### src/rtl/ysyx_23060201_lsu.sv
// Load/store unit: turns one execute-stage memory request into a single word-bus access
// and returns byte-aligned, extended load data (or an error) through a valid/ready result port.
module ysyx_23060201_lsu #(
  parameter int unsigned ADDR_WIDTH = 32,
  parameter int unsigned DATA_WIDTH = 32,
  parameter int unsigned TIMEOUT    = 64
) (
  input  logic                  clk,
  input  logic                  rst,
  input  logic                  in_valid,
  output logic                  in_ready,
  input  logic                  in_ren,
  input  logic                  in_wen,
  input  logic [ADDR_WIDTH-1:0] in_addr,
  input  logic [7:0]            in_rmask,
  input  logic [7:0]            in_wmask,
  input  logic [DATA_WIDTH-1:0] in_wdata,
  output logic                  out_valid,
  input  logic                  out_ready,
  output logic [DATA_WIDTH-1:0] out_rdata,
  output logic                  out_err,
  output logic                  bus_req,
  output logic                  bus_we,
  output logic [ADDR_WIDTH-1:0] bus_addr,
  output logic [3:0]            bus_wstrb,
  output logic [DATA_WIDTH-1:0] bus_wdata,
  input  logic                  bus_gnt,
  input  logic                  bus_rvalid,
  input  logic [DATA_WIDTH-1:0] bus_rdata
);

  localparam int unsigned CNT_W = $clog2(TIMEOUT + 1);

  typedef enum logic [1:0] {IDLE, REQ, WAIT, RESP} state_t;

  state_t          state, state_d;
  logic [CNT_W-1:0] cnt, cnt_d;
  logic            sext_q, sext_d;
  logic            ren_q, ren_d;
  logic [3:0]      size_q, size_d;
  logic [1:0]      off_q, off_d;

  logic                  out_valid_d, out_err_d;
  logic [DATA_WIDTH-1:0] out_rdata_d;
  logic                  bus_req_d, bus_we_d;
  logic [ADDR_WIDTH-1:0] bus_addr_d;
  logic [3:0]            bus_wstrb_d;
  logic [DATA_WIDTH-1:0] bus_wdata_d;

  logic [3:0]            size_c;
  logic                  mask_ok_c, misalign_c;
  logic [DATA_WIDTH-1:0] shifted_c, load_c;

  assign in_ready = (state == IDLE) & ~rst;

  // Request decode: byte-lane size and legality of the incoming mask/alignment.
  assign size_c     = in_ren ? in_rmask[3:0] : in_wmask[3:0];
  assign misalign_c = ((size_c == 4'h3) && in_addr[0]) ||
                      ((size_c == 4'hF) && (in_addr[1:0] != 2'b00));

  always_comb begin
    mask_ok_c = 1'b0;
    if (in_ren) begin
      case (in_rmask)
        8'h01, 8'h03, 8'h11, 8'h13, 8'h1F: mask_ok_c = 1'b1;
        default:                           mask_ok_c = 1'b0;
      endcase
    end else begin
      case (in_wmask)
        8'h01, 8'h03, 8'h0F: mask_ok_c = 1'b1;
        default:             mask_ok_c = 1'b0;
      endcase
    end
  end

  // Load alignment and zero/sign extension of the returned word.
  assign shifted_c = bus_rdata >> {off_q, 3'b000};

  always_comb begin
    case (size_q)
      4'h1:    load_c = {{24{sext_q & shifted_c[7]}}, shifted_c[7:0]};
      4'h3:    load_c = {{16{sext_q & shifted_c[15]}}, shifted_c[15:0]};
      default: load_c = shifted_c;
    endcase
  end

  always_comb begin
    state_d     = state;
    cnt_d       = cnt;
    sext_d      = sext_q;
    ren_d       = ren_q;
    size_d      = size_q;
    off_d       = off_q;
    out_valid_d = out_valid;
    out_err_d   = out_err;
    out_rdata_d = out_rdata;
    bus_req_d   = bus_req;
    bus_we_d    = bus_we;
    bus_addr_d  = bus_addr;
    bus_wstrb_d = bus_wstrb;
    bus_wdata_d = bus_wdata;

    case (state)
      IDLE: begin
        if (in_valid) begin
          ren_d  = in_ren;
          sext_d = in_rmask[4];
          size_d = size_c;
          off_d  = in_addr[1:0];
          if ((in_ren && in_wen) || ((in_ren || in_wen) && (!mask_ok_c || misalign_c))) begin
            state_d     = RESP;
            out_valid_d = 1'b1;
            out_err_d   = 1'b1;
            out_rdata_d = '0;
          end else if (!in_ren && !in_wen) begin
            state_d     = RESP;
            out_valid_d = 1'b1;
            out_err_d   = 1'b0;
            out_rdata_d = '0;
          end else begin
            state_d     = REQ;
            bus_req_d   = 1'b1;
            bus_we_d    = in_wen;
            bus_addr_d  = {in_addr[ADDR_WIDTH-1:2], 2'b00};
            bus_wstrb_d = size_c << in_addr[1:0];
            bus_wdata_d = in_wdata << {in_addr[1:0], 3'b000};
          end
        end
      end
      REQ: begin
        if (bus_gnt) begin
          state_d   = WAIT;
          bus_req_d = 1'b0;
          cnt_d     = '0;
        end
      end
      WAIT: begin
        if (bus_rvalid) begin
          state_d     = RESP;
          out_valid_d = 1'b1;
          out_err_d   = 1'b0;
          out_rdata_d = ren_q ? load_c : '0;
          cnt_d       = '0;
        end else if (cnt == CNT_W'(TIMEOUT - 1)) begin
          state_d     = RESP;
          out_valid_d = 1'b1;
          out_err_d   = 1'b1;
          out_rdata_d = '0;
          cnt_d       = '0;
        end else begin
          cnt_d = cnt + CNT_W'(1);
        end
      end
      RESP: begin
        if (out_ready) begin
          state_d     = IDLE;
          out_valid_d = 1'b0;
        end
      end
      default: state_d = IDLE;
    endcase
  end

  always_ff @(posedge clk) begin
    if (rst) begin
      state     <= IDLE;
      cnt       <= '0;
      sext_q    <= 1'b0;
      ren_q     <= 1'b0;
      size_q    <= '0;
      off_q     <= '0;
      out_valid <= 1'b0;
      out_err   <= 1'b0;
      out_rdata <= '0;
      bus_req   <= 1'b0;
      bus_we    <= 1'b0;
      bus_addr  <= '0;
      bus_wstrb <= '0;
      bus_wdata <= '0;
    end else begin
      state     <= state_d;
      cnt       <= cnt_d;
      sext_q    <= sext_d;
      ren_q     <= ren_d;
      size_q    <= size_d;
      off_q     <= off_d;
      out_valid <= out_valid_d;
      out_err   <= out_err_d;
      out_rdata <= out_rdata_d;
      bus_req   <= bus_req_d;
      bus_we    <= bus_we_d;
      bus_addr  <= bus_addr_d;
      bus_wstrb <= bus_wstrb_d;
      bus_wdata <= bus_wdata_d;
    end
  end

endmodule

### config.mk
export PLATFORM = sky130hd
export DESIGN_NAME = ysyx_23060201_lsu
export DESIGN_NICKNAME = d
export VERILOG_FILES = /design/src/rtl/ysyx_23060201_lsu.sv
export SDC_FILE = /design/constraint.sdc
export NUM_CORES = 1
export LEC_CHECK = 0
export CAP_MARGIN = 20
export CELL_PAD_IN_SITES_DETAIL_PLACEMENT = 1
export CELL_PAD_IN_SITES_GLOBAL_PLACEMENT = 1
export CORE_UTILIZATION = 34
export CTS_CLUSTER_DIAMETER = 40
export DETAILED_ROUTE_END_ITERATION = 8
export GPL_ROUTABILITY_DRIVEN = 0
export PLACE_DENSITY_LB_ADDON = 0.1
export SYNTH_ARGS = -nofsm -noshare
export SYNTH_HDL_FRONTEND = slang
export SYNTH_SLANG_ARGS = --single-unit
### constraint.sdc
create_clock -name clk -period 5.7 [get_ports clk]
set_input_delay 1.14 -clock clk [delete_from_list [all_inputs] [get_ports clk]]
set_output_delay 1.14 -clock clk [all_outputs]
set_load 0.02 [all_outputs]
# [Word level (Yosys, flattened, before mapping)]
# Cells that the tools add are included.
[word_totals] regBits=119 inputBits=120 output_inout_bits=105 wordCells=115
[classes] n_addsub=1 n_eq_ne=23 shifts=3 mux=41 bitwise_logic=6 n_reduce_logical=27
[op_table] cell="$mux 32" n=6
[op_table] cell="$pmux 32 s2" n=2
[op_table] cell="$shl 32x5->32" n=1
[op_table] cell="$shr 32x5->32" n=1
[op_table] cell="$eq 8x5->1 const B" n=3
[op_table] cell="$mux 7" n=3
[op_table] cell="$mux 1" n=17
[op_table] cell="$eq 8x1->1 const B" n=2
[op_table] cell="$eq 8x2->1 const B" n=2
[op_table] cell="$mux 2" n=7
[op_table] cell="$pmux 7 s2" n=1
[op_table] cell="$reduce_and 4->1" n=3
[op_table] cell="$ne 2x2->1 const B" n=5
[op_table] cell="$reduce_and 5->1" n=2
[op_table] cell="$eq 4x2->1 const B" n=2
[op_table] cell="$eq 8x4->1 const B" n=1
[op_table] cell="$pmux 2 s4" n=1
[op_table] cell="$reduce_bool 2->1" n=4
[op_table] cell="$add 7x1->7 const B" n=1
[op_table] cell="$eq 7x6->1 const B" n=1
[op_table] cell="$logic_and 1x1->1" n=5
[op_table] cell="$reduce_or 5->1" n=1
[op_table] cell="$eq 2x2->1 const B" n=2
[op_table] cell="$eq 4x1->1 const B" n=1
[op_table] cell="other kinds (16)" n=27

# [Logic depth before layout (Yosys ltp)]
# Gate-level depths: netlist of run 1.
[logic_depth] ltp_word=11 ltp_mapped=10 mapped_depth_nobuf=8

# [Worst setup path after synthesis of run 1]
# No wires, ideal clock.
[synth_timing] kind="input-to-output" start="input rst" end="output in_ready" arrival_time_ns=1.654 required_time_ns=4.560 setup_slack_ns=2.906 cell_stages=2 n_path_buf=1 path_cell_list="clkbuf_1 nor2b_1"
[synth_via] elab_chain_len=2
[synth_lines] item="from (decl)" line="9" rtl="input logic rst,"
[synth_lines] item="$not 1->1" line="54" rtl="assign in_ready = (state == IDLE) & ~rst;"
[synth_lines] item="$and 1x1->1" line="54"
[synth_lines] item="to (decl)" line="11" rtl="output logic in_ready,"
# No other way between the ends.

# [Worst setup path after layout of run 1]
[layout_timing] start="input in_ren" end="register bus_addr[23]"
[layout_via] elab_chain_len=9 word_cells_on_any_way=18 cone_classes="2 x eq/ne; 2 x mux; 2 x bitwise; 12 x reduce/logical"
[layout_lines] item="from (decl)" line="12" rtl="input logic in_ren,"
[layout_lines] item="$mux 4" line="57" rtl="assign size_c = in_ren ? in_rmask[3:0] : in_wmask[3:0];"
[layout_lines] item="$eq 4x2->1 or $eq 4x4->1 (tied branches)" line="58, 59"
[layout_lines] item="$logic_and 1x1->1 (on tied branches)" line="58, 59"
[layout_lines] item="$logic_or 1x1->1" line="58" rtl="assign misalign_c = ((size_c == 4'h3) && in_addr[0]) ||"
[layout_lines] item="$logic_or 1x1->1" line="110" rtl="if ((in_ren && in_wen) || ((in_ren || in_wen) && (!mask_ok_c || misalign_c))) begin"
[layout_lines] item="$logic_and 1x1->1" line="110"
[layout_lines] item="$logic_or 1x1->1" line="110"
[layout_lines] item="$not 1->1 (no source line)"
[layout_lines] item="$reduce_and 4->1 (no source line) *"
[layout_lines] item="to (signal assigned)" line="192" rtl="bus_addr <= bus_addr_d;"
[layout_lines] item="to (decl)" line="24" rtl="output logic [ADDR_WIDTH-1:0] bus_addr,"
# Every way passes the cells marked *; elsewhere a longest branch is shown, timed or not.
# A chain may end at the register's enable or synchronous reset.

==> qor.txt, run 1 <==
Total Wirelength: 19,830 um
CTS tree: built
Clock buffer count from CTS: 17
Async S/R FF share, synth: 0%
Clock slew at reported path FFs: 0.06 ns
Complex-gate fraction of the synthesized area: 21.53%
Clk_skew: 0.01081 ns
Post-CTS Hold Buffers: 0
RSZ-0062 raised after global routing: false
Post_cts resized: 0
Number of global-route vias before repair: 6,228
Clk buf depth: 2
Rows: 47
Adder-cell area share of the yosys netlist: 1.091%
H-Tree Depth: 4
Commonest non-fill, non-tap cells in the layout: clkdlybuf4s50_1, dfxtp_1, nand2_1, a21oi_1, nor2_1
Worst Tran Pin Value: 1.092 ns
Gr ovfl total: 0
WS Path Type: in2reg
Largest net degree at the start of global routing: 96
Max_slew headroom: 26.84%
Nets: 1,024
Req. time, crit path: 6.03 ns
Die Span Y: 131.9 um
DIE AREA: 0.01739 mm2
Slowest CP cell: clkdlybuf4s50_1
PD cells: 287.5 mW/mm2
Setup Viol. Count Final: 0
Root Buffer: clkbuf_16
Synthesized flop and latch total: 119
Commonest non-fill, non-tap cell in the layout: clkdlybuf4s50_1
Antenna cells: 0
Synthesized area: 0.005736 mm2
Initial antenna violation count: 0
Final Max Slew Viols: 0
Simple-Gate Fraction of Synth Area: 20.07%
Mux contribution to synthesized area: 9.359%
Global-route wire length before repair: 31,910 um
Initial drt markers: 256
Area contributors post-synth: dfxtp_1, a21oi_1, nand2_1
CP endpoint kind: flip-flop
CP Max Fanout: 37
P&R area growth vs syn: 49.35%
Io pins: 225
Placed Cells: 1,099
Syn avg cell area: 8.090 um2
Gate Count Post-Synth: 709
IO buf count: 222
Detail Placement HPWL: 14,410 um
WL per Instance: 17.53 um
ANT nets after route: 0
Critical Path Max Stage Delay: 0.83 ns
CP Launch Type: input pin
Final critical-path share of the clock period: 70.42%
Synth Flop Type: dfxtp_1
Post-synth EDFFs: 0
Vias per cell: 5.179
Unique cell type count in the Yosys netlist: 49
Max VDD drop: 212.2 uV
Crit path time final: 4.014 ns
Post-synth top area share: 41.54%
Layout cell share with drive strength beyond 1: 6.806%
Finished Layout Cells: 1,131
Main combinational cell family by area after synthesis: compound AO/OA/AOI/OAI gates
Post-route DRC violation count: 0
Yosys top cell by area: dfxtp_1
Fmax: 0.2491 GHz
Detailed-route via count: 5,857
Core Box Area: 0.01652 mm2
Status: completed
Final hold viol count: 0
Yosys warning count: 0
Sequential share of the synthesized area: 41.54%
Crit path DAT: 4.35 ns
Worst skew pair latency: 0.42 ns
Max Cap Violations: 0
Die width: 131.9 um
TritonCTS Sinks: 119
Total track usage: 22.95%
First-pass DRT Iterations: 7
Starting Density: 34.71%
Cell Chain, Critical Path: clkdlybuf4s50_1, mux2_2, xnor2_2, a2bb2oi_4, and4_2, buf_4, nand2_1, a21oi_1
Setup bufs post-CTS: 0
Hold Crit Class: reg2reg
Leak pwr: 2.922 nW
Final TNS setup: 0 ns
Xor-xnor portion of the synthesized cell area: 0.8944%
-- metal layers --
layer / up-vias / wire [um] / global-route usage [%]
met4: 0 / 295 / 7.171
met3: 26 / 1312 / 7.843
li1: 2881 / - / -
met1: 2804 / 8125 / 25.20
met5: - / 0 / 0
met2: 146 / 10100 / 41.33
-- cell type report --
class | count | area (um2)
tap | 220 | 275.3
clock inverter | 12 | 81.33
fill | 1929 | 7959
sequential | 119 | 2382
clock buffer | 19 | 442.9
timing repair buffer | 232 | 2295
multi-input combinational | 521 | 3059
inverter | 8 | 30.03
-- worst max-delay path, delay by kind of cell --
family / cells / cell delay (ns)
buffers and inverters: 2 / 1.22
muxes: 1 / 0.44
and+or+nand+nor: 2 / 0.88
xor gates and xnor gates: 1 / 0.22
AOI/OAI and AO/OA: 2 / 0.42
-- cell families (layout without fill, tap and decap cells) --
logic type / count (synthesis) / count (layout)
buffers and inverters: 70 / 271
adder cells (fa/ha/maj): 5 / 5
AND/OR/NAND/NOR: 251 / 251
XOR/XNOR: 5 / 5
AO/OA/AOI/OAI: 207 / 207
other: 1 / 2
multiplexers: 51 / 51
flip-flops: 119 / 119
-- stage by stage --
stage          power [mW]  setup WS [ns]  hold WS (ns)  utilization (%)  cell area [um2]
3_5_place_dp        1.524          1.233        0.4482            48.62             8034
6_report            2.463          1.686        0.4519            51.84             8566
4_1_cts             2.481          1.668        0.4577            51.79             8558
3_3_place_gp        1.500          1.397        0.4388            48.62             8034
5_1_grt             2.587          1.457        0.4734            51.84             8566
2_1_floorplan       1.302          2.906        0.4319                -             5739
-- state kept, by name, indices dropped and copies added, names as in the netlist --
signal,flops
bus_wdata,32
out_err,1
ren_q,1
out_rdata,32
state,2
bus_req,1
bus_wstrb,4
sext_q,1
out_valid,1
bus_addr,30
cnt,7
bus_we,1
off_q,2
size_q,4
-- power by group --
part | total (mW) | internal [mW] | switching [mW]
clock network | 0.953 | 0.561 | 0.392
logic | 0.626 | 0.245 | 0.381
registers | 0.884 | 0.862 | 0.0218
-- cells in the mapped netlist (13+ instances only) --
cell	number
a21oi_1	110
buf_2	16
nor2b_1	13
dfxtp_1	119
nand4_1	19
a211oi_1	23
nor3_1	15
mux2i_1	39
nand2_1	115
o21ai_0	35
clkbuf_1	31
nand3_1	17
nor2_1	47
-- worst paths after layout --
| check | from | depth (start not counted) | end | slack, ns |
|---|---|---|---|---|
| setup / recovery | in_ren | 8 | bus_addr[23] | 1.69 |
| hold / removal | bus_addr[24] | 2 | bus_addr[24] | 0.45 |
| setup reg to reg | state[0] | 7 | bus_addr[23] | 2.53 |
| hold reg to reg | bus_addr[24] | 2 | bus_addr[24] | 0.45 |
Power figures use the tool's default switching activity.
==> inputs of run 2 (changes only) <==
--- a/config.mk
+++ b/config.mk
@@ -8,7 +8,7 @@
 export CAP_MARGIN = 20
 export CELL_PAD_IN_SITES_DETAIL_PLACEMENT = 1
 export CELL_PAD_IN_SITES_GLOBAL_PLACEMENT = 1
-export CORE_UTILIZATION = 34
+export CORE_UTILIZATION = 31
 export CTS_CLUSTER_DIAMETER = 40
 export DETAILED_ROUTE_END_ITERATION = 8
 export GPL_ROUTABILITY_DRIVEN = 0
==> constraint.sdc (replaced) <==
create_clock -name clk -period 4 [get_ports clk]
set_input_delay 0.8 -clock clk [delete_from_list [all_inputs] [get_ports clk]]
set_output_delay 0.8 -clock clk [all_outputs]
set_load 0.02 [all_outputs]
==> run 2 against run 1 <==
Sequential share of layout area down 0.57 points; register-to-register slack got worse by 1.3 ns; non-clock buffer count grew 4; sequential power grew 43%; critical endpoint is now bus_addr[31]; wire length rose by 3.2%; clock-buffer cell count stayed put; die area rose by 9.5%; worst hold slack better by 0.0025 ns; setup slack lost 0.81 ns; global-route usage is 1.3 points lower; critical path type unchanged; power increased by 57%; utilization decreased by 3.3 points.
==> qor.txt, run 2 (synthesis results as in run 1) <==
Pre-CTS setup slack: 0.3943 ns (was 1.233 ns)
Layout cell share with drive strength beyond 1: 7.424% (was 6.806%)
CP Max Fanout: 50 (was 37)
Total Wirelength: 20,460 um (was 19,830 um)
Slowest CP cell: clkdlybuf4s50_1 (unchanged)
Critical Path Max Stage Delay: 0.61 ns (was 0.83 ns)
Regs by FF count: bus_wdata x32, out_rdata x32, bus_addr x30 (unchanged)
Worst skew pair latency: 0.42 ns (about the same)
Vias per cell: 5.150 (was 5.179)
H-Tree Depth: 4 (unchanged)
Largest net degree at the start of global routing: 93 (was 96)
Root Buffer: clkbuf_16 (unchanged)
Total power: 3.858 mW (was 2.463 mW)
Commonest non-fill, non-tap cells in the layout: clkdlybuf4s50_1, dfxtp_1, nand2_1, a21oi_1, nor2_1 (unchanged)
Total track usage: 21.61% (was 22.95%)
Final Max Slew Viols: 0 (unchanged)
Crit path max-delay family: buffers and inverters (unchanged)
Hold Crit Class: reg2reg (unchanged)
Io pins: 225 (unchanged)
Max VDD drop: 319.1 uV (was 212.2 uV)
First-pass DRT Iterations: 4 (was 7)
Post-CTS Hold Buffers: 0 (unchanged)
Req. time, crit path: 4.33 ns (was 6.03 ns)
Clock slew at reported path FFs: 0.06 ns (about the same)
Final TNS setup: 0 ns (unchanged)
WL per Instance: 17.87 um (was 17.53 um)
Post-route DRC violation count: 0 (unchanged)
Nets: 1,028 (was 1,024)
ANT nets after route: 0 (unchanged)
Placed Area: 0.008088 mm2 (was 0.008034 mm2)
Post_cts resized: 0 (unchanged)
CP most frequent cell: buf_4
Cell Chain, Critical Path: clkdlybuf4s50_1, buf_4, mux2i_4, xnor2_2, a2bb2oi_4, nand4_4, buf_4, buf_4, nand2_1, a21oi_1 (was clkdlybuf4s50_1, mux2_2, xnor2_2, a2bb2oi_4, and4_2, buf_4, nand2_1, a21oi_1)
Leak pwr: 3.007 nW (was 2.922 nW)
Core Box Area: 0.01802 mm2 (was 0.01652 mm2)
Die Span Y: 138.0 um (was 131.9 um)
FILL cells: 2,079 (was 1,929)
Setup bufs post-CTS: 0 (unchanged)
IO buf count: 222 (unchanged)
Detailed-route via count: 5,897 (was 5,857)
P&R area growth vs syn: 52.47% (was 49.35%)
Number of global-route vias before repair: 6,318 (was 6,228)
Die width: 138.0 um (was 131.9 um)
CTS tree: built (unchanged)
WS Path Type: in2reg (unchanged)
R2R Setup Slk: 1.26 ns (was 2.53 ns)
Bufs and invs on worst path: 4 (was 2)
Setup Viol. Count Final: 0 (unchanged)
RSZ-0062 raised after global routing: false (unchanged)
CP endpoint kind: flip-flop (unchanged)
Clk_skew: 0.01007 ns (was 0.01081 ns)
Starting Density: 31.82% (was 34.71%)
Final hold viol count: 0 (unchanged)
Placed Cells: 1,112 (was 1,099)
Detail Placement HPWL: 15,020 um (was 14,410 um)
Rows: 49 (was 47)
Initial drt markers: 225 (was 256)
Final instance area: 0.008745 mm2 (was 0.008566 mm2)
TritonCTS Sinks: 119 (unchanged)
Clk buf depth: 2 (unchanged)
Commonest non-fill, non-tap cell in the layout: clkdlybuf4s50_1 (unchanged)
Crit path time final: 3.120 ns
CP Launch Type: input pin (unchanged)
Global-route wire length before repair: 32,910 um (was 31,910 um)
Crit path DAT: 3.45 ns (was 4.35 ns)
Antenna cells: 0 (unchanged)
DIE AREA: 0.01905 mm2 (was 0.01739 mm2)
Gr ovfl total: 0 (unchanged)
Status: completed (unchanged)
Final critical-path share of the clock period: 77.99%
Fmax: 0.3205 GHz
Max_slew headroom: 30.96% (was 26.84%)
Final worst-path setup slack: 0.8802 ns (was 1.686 ns)
Worst Tran Pin Value: 1.036 ns (was 1.092 ns)
Max Cap Violations: 0 (unchanged)
Initial antenna violation count: 0 (unchanged)
PD cells: 441.2 mW/mm2 (was 287.5 mW/mm2)
Finished Layout Cells: 1,145 (was 1,131)
Clock buffer count from CTS: 17 (unchanged)
[run 2: cell types whose count changed in the layout (fill, tap and decap cells not counted), sizes merged]
cell      delta
inv          +2
clkinv       -3
clkbuf       -1
bufinv       +4
clkinvlp     -2
buf          +5
[run 2: layout make-up]
class	count	area, um2	share of cell area [%]
well taps	229	286.5	3.277
repair buffers	236	2341	26.77
flip-flops and latches	119	2382	27.24
clock inverters	13	192.7	2.203
inverters	8	30.03	0.3434
multi-input cells	521	3059	34.98
clock buffers	19	452.9	5.180
[run 2: worst min-delay path, stage by stage, from the launching register on]
cell	delay (ns)
dfxtp_1	0.31
nand2_1	0.05
a21oi_1	0.05
[run 2: layer usage]
layer	vias to the layer above	GRT usage, %	part of all wire [%]
met2	160	37.79	50
met1	2817	23.85	41
li1	2892	-	-
met3	28	7.378	7.2
met5	-	0	0
met4	0	8.849	2.3
[run 2: through the flow]
stage	util [%]	hold WS [ns]
after global placement	44.87	0.4391
final	48.51	0.4544
after CTS	48.45	0.4579
after detailed placement	44.87	0.4512
after floorplan	-	0.4319
after global routing	48.51	0.4695
[run 2: report_power, final]
part / internal [mW] / switching, mW
Clock: 1.08 / 0.601
Combinational: 0.369 / 0.547
Sequential: 1.23 / 0.0301
Total: 2.68 / 1.18
[run 2: path summary, 6_finish.rpt]
| kind | from | end | cells after the start |
|---|---|---|---|
| setup / recovery | in_ren | bus_addr[31] | 10 |
| hold / removal | bus_wdata[11] | bus_wdata[11] | 2 |
| setup reg to reg | state[0] | bus_wdata[29] | 7 |
| hold reg to reg | bus_wdata[11] | bus_wdata[11] | 2 |
==> inputs of run 3 (changes only) <==
==> constraint.sdc (replaced) <==
create_clock -name clk -period 2.99 [get_ports clk]
set_input_delay 0.598 -clock clk [delete_from_list [all_inputs] [get_ports clk]]
set_output_delay 0.598 -clock clk [all_outputs]
set_load 0.02 [all_outputs]
==> run 3 against run 2 <==
Worst hold slack lost 0.058 ns; highest routed layer unchanged; final cell count is 1.0% higher; non-clock buffer count rose by 14; critical path depth decreased by 6; clock power is 26% higher; global-route usage about the same; wire length is 0.44% lower; setup slack got worse by 0.59 ns; sequential power up 34%; critical endpoint is now in_ready.
==> qor.txt, run 3 (synthesis results as in run 1) <==
Status: completed (unchanged)
Regs by FF count: bus_wdata x32, out_rdata x32, bus_addr x30 (unchanged)
Max_slew headroom: 23.66% (was 30.96%)
Initial drt markers: 167 (was 225)
Post-CTS Hold Buffers: 0 (unchanged)
Max Cap Violations: 0 (unchanged)
Total Wirelength: 20,370 um (was 20,460 um)
Clock buffer count from CTS: 17 (unchanged)
PD cells: 572.1 mW/mm2 (was 441.2 mW/mm2)
Crit path DAT: 2.11 ns (was 3.45 ns)
P&R area growth vs syn: 54.19% (was 52.47%)
Final TNS setup: 0 ns (unchanged)
Number of global-route vias before repair: 6,378 (was 6,318)
Final Util: 49.06% (was 48.51%)
Final worst-path setup slack: 0.2870 ns (was 0.8802 ns)
Setup Viol. Count Final: 0 (unchanged)
Slowest CP cell: clkdlybuf4s50_1 (unchanged)
Hold Worst Slack: 0.3968 ns (was 0.4544 ns)
Largest net degree at the start of global routing: 101 (was 93)
Die width: 138.0 um (unchanged)
Clk buf depth: 2 (unchanged)
Nets: 1,042 (was 1,028)
Fmax: 0.3700 GHz
IO buf count: 222 (unchanged)
Final instance area: 0.008843 mm2 (was 0.008745 mm2)
Hold Crit Class: in2reg (was reg2reg)
Global-route wire length before repair: 32,950 um (was 32,910 um)
Commonest non-fill, non-tap cell in the layout: clkdlybuf4s50_1 (unchanged)
Commonest non-fill, non-tap cells in the layout: clkdlybuf4s50_1, dfxtp_1, nand2_1, a21oi_1, nor2_1 (unchanged)
Leak pwr: 3.072 nW (was 3.007 nW)
Final hold viol count: 0 (unchanged)
DIE AREA: 0.01905 mm2 (unchanged)
Detail Placement HPWL: 15,270 um (was 15,020 um)
Root Buffer: clkbuf_16 (unchanged)
Critical Path Start: state[0] (was in_ren)
Combinational share of power: 24.9% (was 23.7%)
Die Span Y: 138.0 um (unchanged)
NetSw: 1.513 mW (was 1.177 mW)
CP endpoint kind: primary output (was flip-flop)
Worst skew pair latency: 0.42 ns (about the same)
Cell Chain, Critical Path: inv_1, ha_1, nor2b_1, clkdlybuf4s50_1 (was clkdlybuf4s50_1, buf_4, mux2i_4, xnor2_2, a2bb2oi_4, nand4_4, buf_4, buf_4, nand2_1, a21oi_1)
CTS tree: built (unchanged)
Gr ovfl total: 0 (unchanged)
Critical Path Max Stage Delay: 0.65 ns (was 0.61 ns)
Final Max Slew Viols: 0 (unchanged)
Sequential Power Share: 33.4% (was 32.6%)
Placed Area: 0.008238 mm2 (was 0.008088 mm2)
Initial antenna violation count: 0 (unchanged)
Total power: 5.059 mW (was 3.858 mW)
Starting Density: 31.82% (unchanged)
Req. time, crit path: 2.39 ns (was 4.33 ns)
Vias per cell: 5.154 (was 5.150)
CP Max Fanout: 10 (was 50)
WS Path Type: reg2out (was in2reg)
ANT nets after route: 0 (unchanged)
WL per Instance: 17.60 um (was 17.87 um)
Final critical-path share of the clock period: 90.40%
Worst Tran Pin Value: 1.145 ns (was 1.036 ns)
Clock slew at reported path FFs: 0.06 ns (about the same)
FILL cells: 2,092 (was 2,079)
Finished Layout Cells: 1,157 (was 1,145)
Pre-CTS setup slack: -0.1224 ns (was 0.3943 ns)
Crit path time final: 2.703 ns
RSZ-0062 raised after global routing: false (unchanged)
Antenna cells: 0 (unchanged)
HP Start: rst (was bus_wdata[11])
H-Tree Depth: 4 (unchanged)
Bufs and invs on worst path: 2 (was 4)
Crit path max-delay family: buffers and inverters (unchanged)
CP Launch Type: flip-flop (was input pin)
Post-route DRC violation count: 0 (unchanged)
Clk_skew: 0.01079 ns (was 0.01007 ns)
Io pins: 225 (unchanged)
Rows: 49 (unchanged)
Core Box Area: 0.01802 mm2 (unchanged)
R2R Path Start: cnt[0] (was state[0])
Post_cts resized: 0 (unchanged)
Internal Power: 3.546 mW (was 2.681 mW)
Setup bufs post-CTS: 0 (unchanged)
Clock share of power: 41.7% (was 43.7%)
Max VDD drop: 439.9 uV (was 319.1 uV)
First-pass DRT Iterations: 4 (unchanged)
TritonCTS Sinks: 119 (unchanged)
Detailed-route via count: 5,963 (was 5,897)
Layout cell share with drive strength beyond 1: 8.513% (was 7.424%)
Total track usage: 21.57% (was 21.61%)
Sw Ratio: 29.90% (was 30.52%)
Placed Cells: 1,127 (was 1,112)
## run 3: changes by cell type in the layout (fill, tap and decap cells not counted), sizes merged
| cell | before | now |
|---|---|---|
| buf | 15 | 29 |
| bufinv | 4 | 3 |
| clkbuf | 19 | 22 |
| clkinvlp | 2 | 1 |
| inv | 11 | 8 |
## run 3: per-layer routing
metal | track usage [%] | vias up | part of all wire, %
met1 | 24.03 | 2833 | 41
li1 | - | 2911 | -
met5 | 0 | - | 0
met3 | 6.373 | 44 | 6.2
met2 | 37.37 | 175 | 49
met4 | 10.64 | 0 | 3.5
## run 3: worst register-to-register path: cells and delay by family (launching register included)
kind	cells	cell delay [ns]
AOI/OAI and AO/OA	3	0.74
DFF	1	0.37
adders and majority gates	1	0.18
and+or+nand+nor	2	0.77
## run 3: final cells by class
class	count	area, um2	share of cell area (%)
multi-input cells	521	3059	34.59
repair buffers	250	2480	28.04
flip-flops and latches	119	2382	26.94
clock buffers	22	484.2	5.475
well taps	229	286.5	3.240
clock inverters	8	121.4	1.372
inverters	8	30.03	0.3396
## run 3: power by group through the flow
stage                     Combinational (mW)  Sequential (mW)  Clock, mW
final                                   1.26             1.69       2.11
after global routing                    1.38             1.70       2.24
after CTS                               1.27             1.69       2.16
after detailed placement                1.26             1.72          0
after global placement                  1.22             1.72          0
after floorplan                        0.753             1.73          0
## run 3: worst paths after layout
kind                         to  slack (ns)  cells past startpoint
setup / recovery       in_ready        0.29                      4
hold / removal          out_err        0.40                      2
setup reg to reg  out_rdata[13]        0.76                      6
hold reg to reg    bus_wdata[6]        0.45                      2
